<file path="config.mk">
export PLATFORM = sky130hd
export DESIGN_NAME = sample_ingress_flat
export DESIGN_NICKNAME = d
export VERILOG_FILES = /design/src/rtl/sample_ingress_if.sv /design/src/rtl/sample_ingress.sv /design/src/flat_wrapper.sv
export SDC_FILE = /design/constraint.sdc
export NUM_CORES = 1
export LEC_CHECK = 0
export CORE_UTILIZATION = 57
export DETAILED_ROUTE_END_ITERATION = 7
export PLACE_DENSITY = 0.8
export SLEW_MARGIN = 20
export SYNTH_ARGS = -nofsm -noshare
export SYNTH_HDL_FRONTEND = slang
export SYNTH_SLANG_ARGS = --single-unit
</file>
<file path="constraint.sdc">
create_clock -name clk -period 3 [get_ports clk]
set_input_delay 0.6 -clock clk [delete_from_list [all_inputs] [get_ports clk]]
set_output_delay 0.6 -clock clk [all_outputs]
set_load 0.005 [all_outputs]
</file>
<file path="src/rtl/sample_ingress_if.sv">
// Strobe/sample inputs plus the show-ahead valid/ready drain port of sample_ingress.
// slave = ingress stage side, master = producer/detector side.
interface sample_ingress_if #(
  parameter int DATA_W = 16
);
  logic              new_number;
  logic [DATA_W-1:0] x;
  logic [DATA_W-1:0] y;
  logic              out_valid;
  logic              out_ready;
  logic [DATA_W-1:0] out_x;
  logic [DATA_W-1:0] out_y;

  modport slave (
    input  new_number, x, y, out_ready,
    output out_valid, out_x, out_y
  );

  modport master (
    output new_number, x, y, out_ready,
    input  out_valid, out_x, out_y
  );
endinterface

</file>
<file path="src/rtl/sample_ingress.sv">
// sample_ingress: one capture per new_number rising edge into a show-ahead FIFO; push lands SYNC_STAGES+1 edges after the strobe.
// Drained via out_valid/out_ready; a capture into a full FIFO without a same-cycle pop is dropped and sets overflow.
// Optional duplicate-x filter: define SAMPLE_INGRESS_DUP_FILTER_EN.
module sample_ingress #(
  parameter int DATA_W      = 16,
  parameter int DEPTH       = 4,
  parameter int SYNC_STAGES = 2
) (
  input  logic                     clk,
  input  logic                     reset,
  sample_ingress_if.slave          bus,
  output logic [$clog2(DEPTH):0]   fifo_level,
  output logic                     overflow,
  input  logic                     clear_ovf,
  output logic [15:0]              sample_count
);

  localparam int PTR_W = $clog2(DEPTH);
  localparam int LVL_W = $clog2(DEPTH) + 1;
  localparam logic [LVL_W-1:0] FULL_LVL = LVL_W'(DEPTH);

  logic [SYNC_STAGES-1:0] r_sync;
  logic                   r_edge;
  logic                   w_sync_out;
  logic                   w_cap;
  logic                   w_cand;

  logic [DATA_W-1:0]      r_mem_x [DEPTH];
  logic [DATA_W-1:0]      r_mem_y [DEPTH];
  logic [PTR_W-1:0]       r_wr_ptr;
  logic [PTR_W-1:0]       r_rd_ptr;
  logic [LVL_W-1:0]       r_level;
  logic                   r_valid;
  logic                   r_ovf;
  logic [15:0]            r_count;
  logic [DATA_W-1:0]      r_out_x;
  logic [DATA_W-1:0]      r_out_y;

  logic                   w_full;
  logic                   w_pop;
  logic                   w_push;
  logic                   w_drop;
  logic [PTR_W-1:0]       w_rd_nxt;
  logic [LVL_W-1:0]       w_level_nxt;
  logic                   w_push_is_head;
  logic [DATA_W-1:0]      w_out_x_nxt;
  logic [DATA_W-1:0]      w_out_y_nxt;

  // Chain and edge flop reset to 1 so a strobe already high at reset release is ignored.
  always_ff @(posedge clk or negedge reset) begin
    if (!reset) begin
      r_sync <= '1;
      r_edge <= 1'b1;
    end else begin
      r_sync <= {r_sync[SYNC_STAGES-2:0], bus.new_number};
      r_edge <= r_sync[SYNC_STAGES-1];
    end
  end

  assign w_sync_out = r_sync[SYNC_STAGES-1];
  assign w_cap      = w_sync_out & ~r_edge;

`ifdef SAMPLE_INGRESS_DUP_FILTER_EN
  logic              r_last_valid;
  logic [DATA_W-1:0] r_last_x;

  always_ff @(posedge clk or negedge reset) begin
    if (!reset) begin
      r_last_valid <= 1'b0;
      r_last_x     <= '0;
    end else if (w_push) begin
      r_last_valid <= 1'b1;
      r_last_x     <= bus.x;
    end
  end

  // Repeat of the last accepted x vanishes before the full check: no push, count or overflow.
  assign w_cand = w_cap & ~(r_last_valid & (bus.x == r_last_x));
`else
  assign w_cand = w_cap;
`endif

  assign w_full = (r_level == FULL_LVL);
  assign w_pop  = r_valid & bus.out_ready;
  assign w_push = w_cand & (~w_full | w_pop);
  assign w_drop = w_cand & ~w_push;

  assign w_rd_nxt       = r_rd_ptr + PTR_W'(w_pop);
  assign w_push_is_head = w_push & ((r_level - LVL_W'(w_pop)) == '0);

  always_comb begin
    w_level_nxt = r_level;
    unique case ({w_push, w_pop})
      2'b10:   w_level_nxt = r_level + 1'b1;
      2'b01:   w_level_nxt = r_level - 1'b1;
      default: w_level_nxt = r_level;
    endcase
  end

  // Head is registered so it holds the last popped value once the FIFO empties.
  always_comb begin
    w_out_x_nxt = r_out_x;
    w_out_y_nxt = r_out_y;
    if (w_level_nxt != '0) begin
      if (w_push_is_head) begin
        w_out_x_nxt = bus.x;
        w_out_y_nxt = bus.y;
      end else begin
        w_out_x_nxt = r_mem_x[w_rd_nxt];
        w_out_y_nxt = r_mem_y[w_rd_nxt];
      end
    end
  end

  always_ff @(posedge clk or negedge reset) begin
    if (!reset) begin
      for (int i = 0; i < DEPTH; i++) begin
        r_mem_x[i] <= '0;
        r_mem_y[i] <= '0;
      end
      r_wr_ptr <= '0;
      r_rd_ptr <= '0;
      r_level  <= '0;
      r_valid  <= 1'b0;
      r_out_x  <= '0;
      r_out_y  <= '0;
    end else begin
      if (w_push) begin
        r_mem_x[r_wr_ptr] <= bus.x;
        r_mem_y[r_wr_ptr] <= bus.y;
        r_wr_ptr          <= r_wr_ptr + 1'b1;
      end
      r_rd_ptr <= w_rd_nxt;
      r_level  <= w_level_nxt;
      r_valid  <= (w_level_nxt != '0);
      r_out_x  <= w_out_x_nxt;
      r_out_y  <= w_out_y_nxt;
    end
  end

  always_ff @(posedge clk or negedge reset) begin
    if (!reset) begin
      r_ovf   <= 1'b0;
      r_count <= '0;
    end else begin
      if (w_drop) begin
        r_ovf <= 1'b1;
      end else if (clear_ovf) begin
        r_ovf <= 1'b0;
      end
      if (w_push) begin
        r_count <= r_count + 16'd1;
      end
    end
  end

  assign bus.out_valid = r_valid;
  assign bus.out_x     = r_out_x;
  assign bus.out_y     = r_out_y;
  assign fifo_level    = r_level;
  assign overflow      = r_ovf;
  assign sample_count  = r_count;

endmodule

</file>
<file path="src/flat_wrapper.sv">
// flat-port wrapper written by rule: the top's interface ports become plain ports
module sample_ingress_flat 
#(
  parameter int DATA_W      = 16,
  parameter int DEPTH       = 4,
  parameter int SYNC_STAGES = 2
)
  (clk, reset, fifo_level, overflow, clear_ovf, sample_count, bus_new_number, bus_x, bus_y, bus_out_ready, bus_out_valid, bus_out_x, bus_out_y);
  sample_ingress_if #(.DATA_W(DATA_W)) bus_i ();
  input  logic clk;
  input  logic reset;
  output logic [$clog2(DEPTH):0] fifo_level;
  output logic overflow;
  input  logic clear_ovf;
  output logic [15:0] sample_count;
  input wire logic [$bits(bus_i.new_number)-1:0] bus_new_number;
  input wire logic [$bits(bus_i.x)-1:0] bus_x;
  input wire logic [$bits(bus_i.y)-1:0] bus_y;
  input wire logic [$bits(bus_i.out_ready)-1:0] bus_out_ready;
  output wire logic [$bits(bus_i.out_valid)-1:0] bus_out_valid;
  output wire logic [$bits(bus_i.out_x)-1:0] bus_out_x;
  output wire logic [$bits(bus_i.out_y)-1:0] bus_out_y;
  assign bus_i.new_number = bus_new_number;
  assign bus_i.x = bus_x;
  assign bus_i.y = bus_y;
  assign bus_i.out_ready = bus_out_ready;
  assign bus_out_valid = bus_i.out_valid;
  assign bus_out_x = bus_i.out_x;
  assign bus_out_y = bus_i.out_y;
  sample_ingress #(.DATA_W(DATA_W), .DEPTH(DEPTH), .SYNC_STAGES(SYNC_STAGES)) u_core (.clk(clk), .reset(reset), .bus(bus_i), .fifo_level(fifo_level), .overflow(overflow), .clear_ovf(clear_ovf), .sample_count(sample_count));
endmodule
</file>
**Yosys cells after proc, flatten, opt, wreduce, memory -nomap -nowiden**

Index checks and enable logic that the tools add are counted.

- Word-level logic and storage cells: 60
- Output and inout bits: 53
- Register bits: 188

- $add $sub $neg: 6
- Equal/unequal tests: 3
- Muxes and demuxes: 15
- Bitwise logic cells: 11
- Magnitude comparators: 3
- Reductions and logical operators: 4

Operators by type and width:

| kind | number |
|---|---|
| bitwise mux 64 bit | 2 |
| two-way mux 16 bit | 7 |
| binary-select mux 16 bit (select 2 bit) | 2 |
| demux 16 bit (select 2 bit) | 1 |
| adder 16 x 1 -> 16 bit, second input constant | 1 |
| >= comparator 3 bit, second input constant | 2 |
| NOT 2 -> 3 bit | 2 |
| case mux 3 bit (2 select lines) | 1 |
| AND 1 bit | 5 |
| adder 3 x 1 -> 3 bit, second input constant | 1 |
| equality test 3 bit, second input constant | 1 |
| zero test 3 bit | 1 |
| less-than comparator 3 x 1 -> 1 bit, second input constant | 1 |
| NOT 1 bit | 3 |
| nonzero test 3 bit | 1 |
| subtractor 3 x 1 -> 3 bit | 1 |
| subtractor 3 x 1 -> 3 bit, second input constant | 1 |
| adder 2 x 1 -> 2 bit | 1 |
| adder 2 x 1 -> 2 bit, second input constant | 1 |
| equality test 2 x 1 -> 1 bit, second input constant | 1 |
| equality test 2 bit, second input constant | 1 |
| two-way mux 1 bit | 2 |
| nonzero test 2 bit | 1 |
| logical AND 1 bit | 1 |
| OR 1 bit | 1 |

**Depth between registers and ports, before layout**

- Depth after elaboration: 7
- Gate-level depth with buffers: 11

**Least setup slack after synthesis**

Ideal clock, no wire load.

- Path type: input -> register
- Start: in bus_out_ready
- End: reg u_core.r_out_y[10], in the netlist u_core.bus.out_y[10]
- Setup time: 125 ps
- Slack: 137 ps
- Path buffers: 2
- Data arrival time: 2738 ps
- Required time: 2875 ps
- Stages on the path: 8
- Cells stage by stage: nand2_4 clkinv_4 ha_1 clkbuf_1 buf_2 mux4_4 mux2_4 mux2_4

- Cells in the longest elaborated chain, start to end: 7

Ends and longest elaborated chain:

| element | line | source |
|---|---|---|
| from (decl) | flat_wrapper.sv:19 | `input wire logic [$bits(bus_i.out_ready)-1:0] bus_out_ready;` |
| AND 1 bit | sample_ingress.sv:84 | `assign w_pop = r_valid & bus.out_ready;` |
| adder 2 x 1 -> 2 bit | sample_ingress.sv:88 | `assign w_rd_nxt = r_rd_ptr + PTR_W'(w_pop);` |
| named net u_core.w_rd_nxt[0] | sample_ingress.sv:43 | `logic [PTR_W-1:0] w_rd_nxt;` |
| NOT 2 -> 3 bit (implied by the code) | sample_ingress.sv:110 | `w_out_y_nxt = r_mem_y[w_rd_nxt];` |
| binary-select mux 16 bit (select 2 bit) | sample_ingress.sv:110 |  |
| two-way mux 16 bit (implied by the code) (2 in series) | sample_ingress.sv:110 |  |
| two-way mux 16 bit | sample_ingress.sv:105 | `if (w_push_is_head) begin` |
| to (signal assigned) | sample_ingress.sv:137 | `r_out_y <= w_out_y_nxt;` |
| to (decl) | sample_ingress.sv:37 | `logic [DATA_W-1:0] r_out_y;` |

The timed path passes the listed nets, and every way through them passes these cells. The select of a mux whose other input is x is not followed.
A chain may end at the register's enable or synchronous reset.

**Worst setup path after layout**

- Start: in bus_out_ready
- End: reg u_core.r_out_x[1], in the netlist u_core.bus.out_x[1]

- Cells in the longest elaborated chain, start to end: 7

Ends and longest elaborated chain:

| element | line | source |
|---|---|---|
| AND 1 bit * | sample_ingress.sv:84 |  |
| adder 2 x 1 -> 2 bit | sample_ingress.sv:88 |  |
| NOT 2 -> 3 bit (implied by the code) | sample_ingress.sv:109 | `w_out_x_nxt = r_mem_x[w_rd_nxt];` |
| binary-select mux 16 bit (select 2 bit) | sample_ingress.sv:109 |  |
| two-way mux 16 bit (implied by the code) (2 in series) | sample_ingress.sv:109 |  |
| two-way mux 16 bit | sample_ingress.sv:105 |  |
| to (signal assigned) | sample_ingress.sv:136 | `r_out_x <= w_out_x_nxt;` |
| to (decl) | sample_ingress.sv:36 | `logic [DATA_W-1:0] r_out_x;` |

Mark *: on every way between the ends. The rest lies on a longest branch, timed or not. The select of a mux whose other input is x is not followed.

==> impl_metrics.ini <==
[outcome]
status = completed

[power_and_ir_drop]
p_seq_share_pct = 35.1
p_sw_share_pct = 27.2
vdd_drop_max_v = 0.000574
p_comb_share_pct = 47.5
p_clk_share_pct = 17.4
p_per_area_nw_per_um2 = 1200
intPower_mw = 9.31
p_leak_nw = 4.78
p_switching_mw = 3.48

[logic_synthesis]
synthDistinctLibCells = 44
async_flop_share_pct = 100
syn_inst = 538
synth_area_sq_um = 8740
yosysWarnings = 0
synth_ff_type = dfrtp_1
syn-num-nets = 582
syn_avg_cell_area_sq_um = 16.2
synth_edf_count = 0
ys_seq_elements = 188
seq_area_frac_synth_pct = 53.9

[critical_path]
worstSetupEndpointType = flip-flop
reg2reg_from = u_core.r_edge
slowest_stage = clkdlybuf4s50_1
reg2reg_to = u_core.bus.out_x[1]
required_ns = 3.31
worstPathArrival_ns = 3.07
cp-start-kind = primary input
r2r_slack_ns = 0.28
reg2regPathDepth = 9
path_cells = clkdlybuf4s50_1 -> nand2_4 -> nor2_1 -> inv_1 -> fa_1 -> and3_2 -> o21ai_0 -> o211a_2 -> buf_12 -> mux2_2
max_stage_delay_ns = 0.51
crit_fanout = 14
worst-setup-path-type = in2reg

[timing]
fmax_ghz = 0.362
timing.setup.tns_ns = 0
slew_violations = 0
finClkSkew_ns = 0.00773
fin_crit_sh_pct = 92.0
hold_viol_final = 0
tightest_slew_ns = 0.718
min_period_ns = 2.76
slew_headroom_pct = 52.2
setup_viol = 0
rsz0062_at_grt = no

[floorplanning]
row_count = 44
start_util_pct = 59.2
pin_count = 90
die_w_microns = 126
die_h_microns = 126
dieArea_sq_um = 15800
core_sq_um = 14800

[routing]
via_per_inst = 5.77
num_vias = 4879
topRoutingLayerUsed = met4
wl_met3_microns = 528
wl_met2_microns = 8520
first_pass_iters = 4
antenna_left = 0
wl_per_cell_microns = 20.1
drc = 0
wl_met1_microns = 7630
wl_microns = 17000
drt-initial-drc-count = 190

[clocking]
numCtsBuffers = 17
cts_tree = yes
root_buffer = clkbuf_16
cts_buffer_depth = 2
clk_pin_slew_worst_paths_ns = 0.06
clock_latency_ns = 0.43
htree_levels = 4
holdBufCountCts = 0
clock_sinks = 188
cts_resized = 0
postCtsSetupRepairBufs = 0

[finish]
antenna_cells = 0
nets = 694
drive_gt1_share_pct = 46.0
postLayoutCellArea_sq_um = 10700
utilization_pct = 72.3
area_growth_pct = 22.2

[global_routing]
grt_pass1_wl_microns = 28600
grt-ovfl-total = 0
grt_pass1_vias = 5362
grt_max_degree = 88
track_usage_pct = 23.6
antenna_found_initial = 0

[place]
gp_congestion = 0.805
io_buffers = 89
dp_hpwl_microns = 11100
placed_area_sq_um = 10100

[job]
max-cap-violations = 0

[worst_hold_path]
hold_class = in2async
cell usage after synthesis, drive strengths merged (2+ instances only):
cell | count | area share [%]
nand2 | 16 | 0.77
nand3 | 6 | 0.34
nor2 | 8 | 0.34
and3 | 4 | 0.30
dfstp | 3 | 0.90
buf | 25 | 2.5
dfrtp | 185 | 53
nor3 | 4 | 0.23
o21ai | 5 | 0.29
xnor2 | 12 | 1.2
ha | 6 | 0.86
xor2 | 6 | 0.60
inv | 8 | 0.34
clkbuf | 4 | 0.26
or4 | 2 | 0.17
mux4 | 32 | 8.6
mux2 | 193 | 27
a21oi | 2 | 0.11
nand4 | 2 | 0.14
critical path: cells and delay by family:
kind,cells,cell delay (ns)
AOI/OAI and AO/OA,2,0.45
adders and majority gates,1,0.44
buffers and inverters,3,0.79
muxes,1,0.35
and+or+nand+nor,3,0.43
sequential cells by signal (all words and copies together) (netlist names):
signal                cells
u_core.fifo_level         3
u_core.r_mem_y           64
u_core.sample_count      16
u_core.overflow           1
u_core.r_mem_x           64
u_core.bus.out_y         16
u_core.bus.out_x         16
u_core.r_wr_ptr           2
u_core.r_rd_ptr           2
u_core.bus.out_valid      1
u_core.r_edge             1
u_core.r_sync             2
cells by family (layout without fill, tap and decap cells):
| group | Yosys count | in the layout | synth area share [%] |
|---|---|---|---|
| AO/OA/AOI/OAI | 16 | 16 | 1.25 |
| XOR/XNOR | 18 | 18 | 1.80 |
| adder cells (fa/ha/maj) | 7 | 7 | 1.09 |
| buffers and inverters | 38 | 161 | 3.22 |
| flip-flops | 188 | 188 | 53.9 |
| multiplexers | 225 | 225 | 36.1 |
| AND/OR/NAND/NOR | 46 | 46 | 2.66 |
placed cells by master (no fill, tap or decap), types with 6 or more instances in the layout:
cell | synthesis | layout
dfrtp_1 | 185 | 185
mux2_2 | 133 | 133
clkdlybuf4s50_1 | 0 | 88
mux2_4 | 60 | 60
mux4_2 | 19 | 19
buf_4 | 0 | 18
clkbuf_16 | 0 | 17
buf_12 | 3 | 15
mux4_4 | 13 | 13
xnor2_1 | 12 | 12
nand2_1 | 15 | 11
nor2_1 | 8 | 8
inv_1 | 7 | 7
nand3_1 | 6 | 6
clkbuf_8 | 0 | 6
worst max-delay path by stage:
| stage | start | end | slack, ns |
|---|---|---|---|
| final | bus_out_ready | u_core.bus.out_x[1] | 0.24 |
| after global routing | bus_out_ready | u_core.bus.out_x[1] | 0.19 |
| after CTS | bus_out_ready | u_core.bus.out_x[1] | 0.25 |
| after detailed placement | bus_out_ready | u_core.bus.out_x[1] | -0.20 |
| after global placement | bus_out_ready | u_core.bus.out_x[1] | -0.13 |
| after floorplan | bus_out_ready | u_core.bus.out_y[10] | 0.14 |
power groups by stage:
stage               sequential (mW)  combinational [mW]  clock, mW
floorplan                      4.27                4.43          0
global placement               4.38                5.90          0
detailed placement             4.50                6.11          0
CTS                            4.48                6.15       2.27
global route                   4.62                6.48       2.38
finish                         4.49                6.07       2.23
layout make-up:
class                   instances  area (sq um)
clock inverters                 7          87.6
inverters                       9          38.8
clock buffers                  23           498
multi-input cells             312          3780
flip-flops and latches        188          4710
well taps                     184           230
repair buffers                122          1330
fillers                       941          4080
metrics by stage:
stage                     instances  setup WS [ns]  total power [mW]  hold WS [ns]
final                           845          0.240              12.8         0.229
after detailed placement        815         -0.199              10.6         0.351
after global placement          815         -0.127              10.3         0.346
after global routing            845          0.191              13.5         0.290
after CTS                       845          0.248              12.9         0.259
after floorplan                 538          0.137              8.71         0.304
metal layers:
| metal | global-route usage, % | vias up |
|---|---|---|
| met5 | 0 | - |
| li1 | - | 2188 |
| met1 | 31.8 | 2561 |
| met3 | 4.67 | 25 |
| met4 | 8.36 | 0 |
| met2 | 38.7 | 105 |
Power figures use the tool's default switching activity.
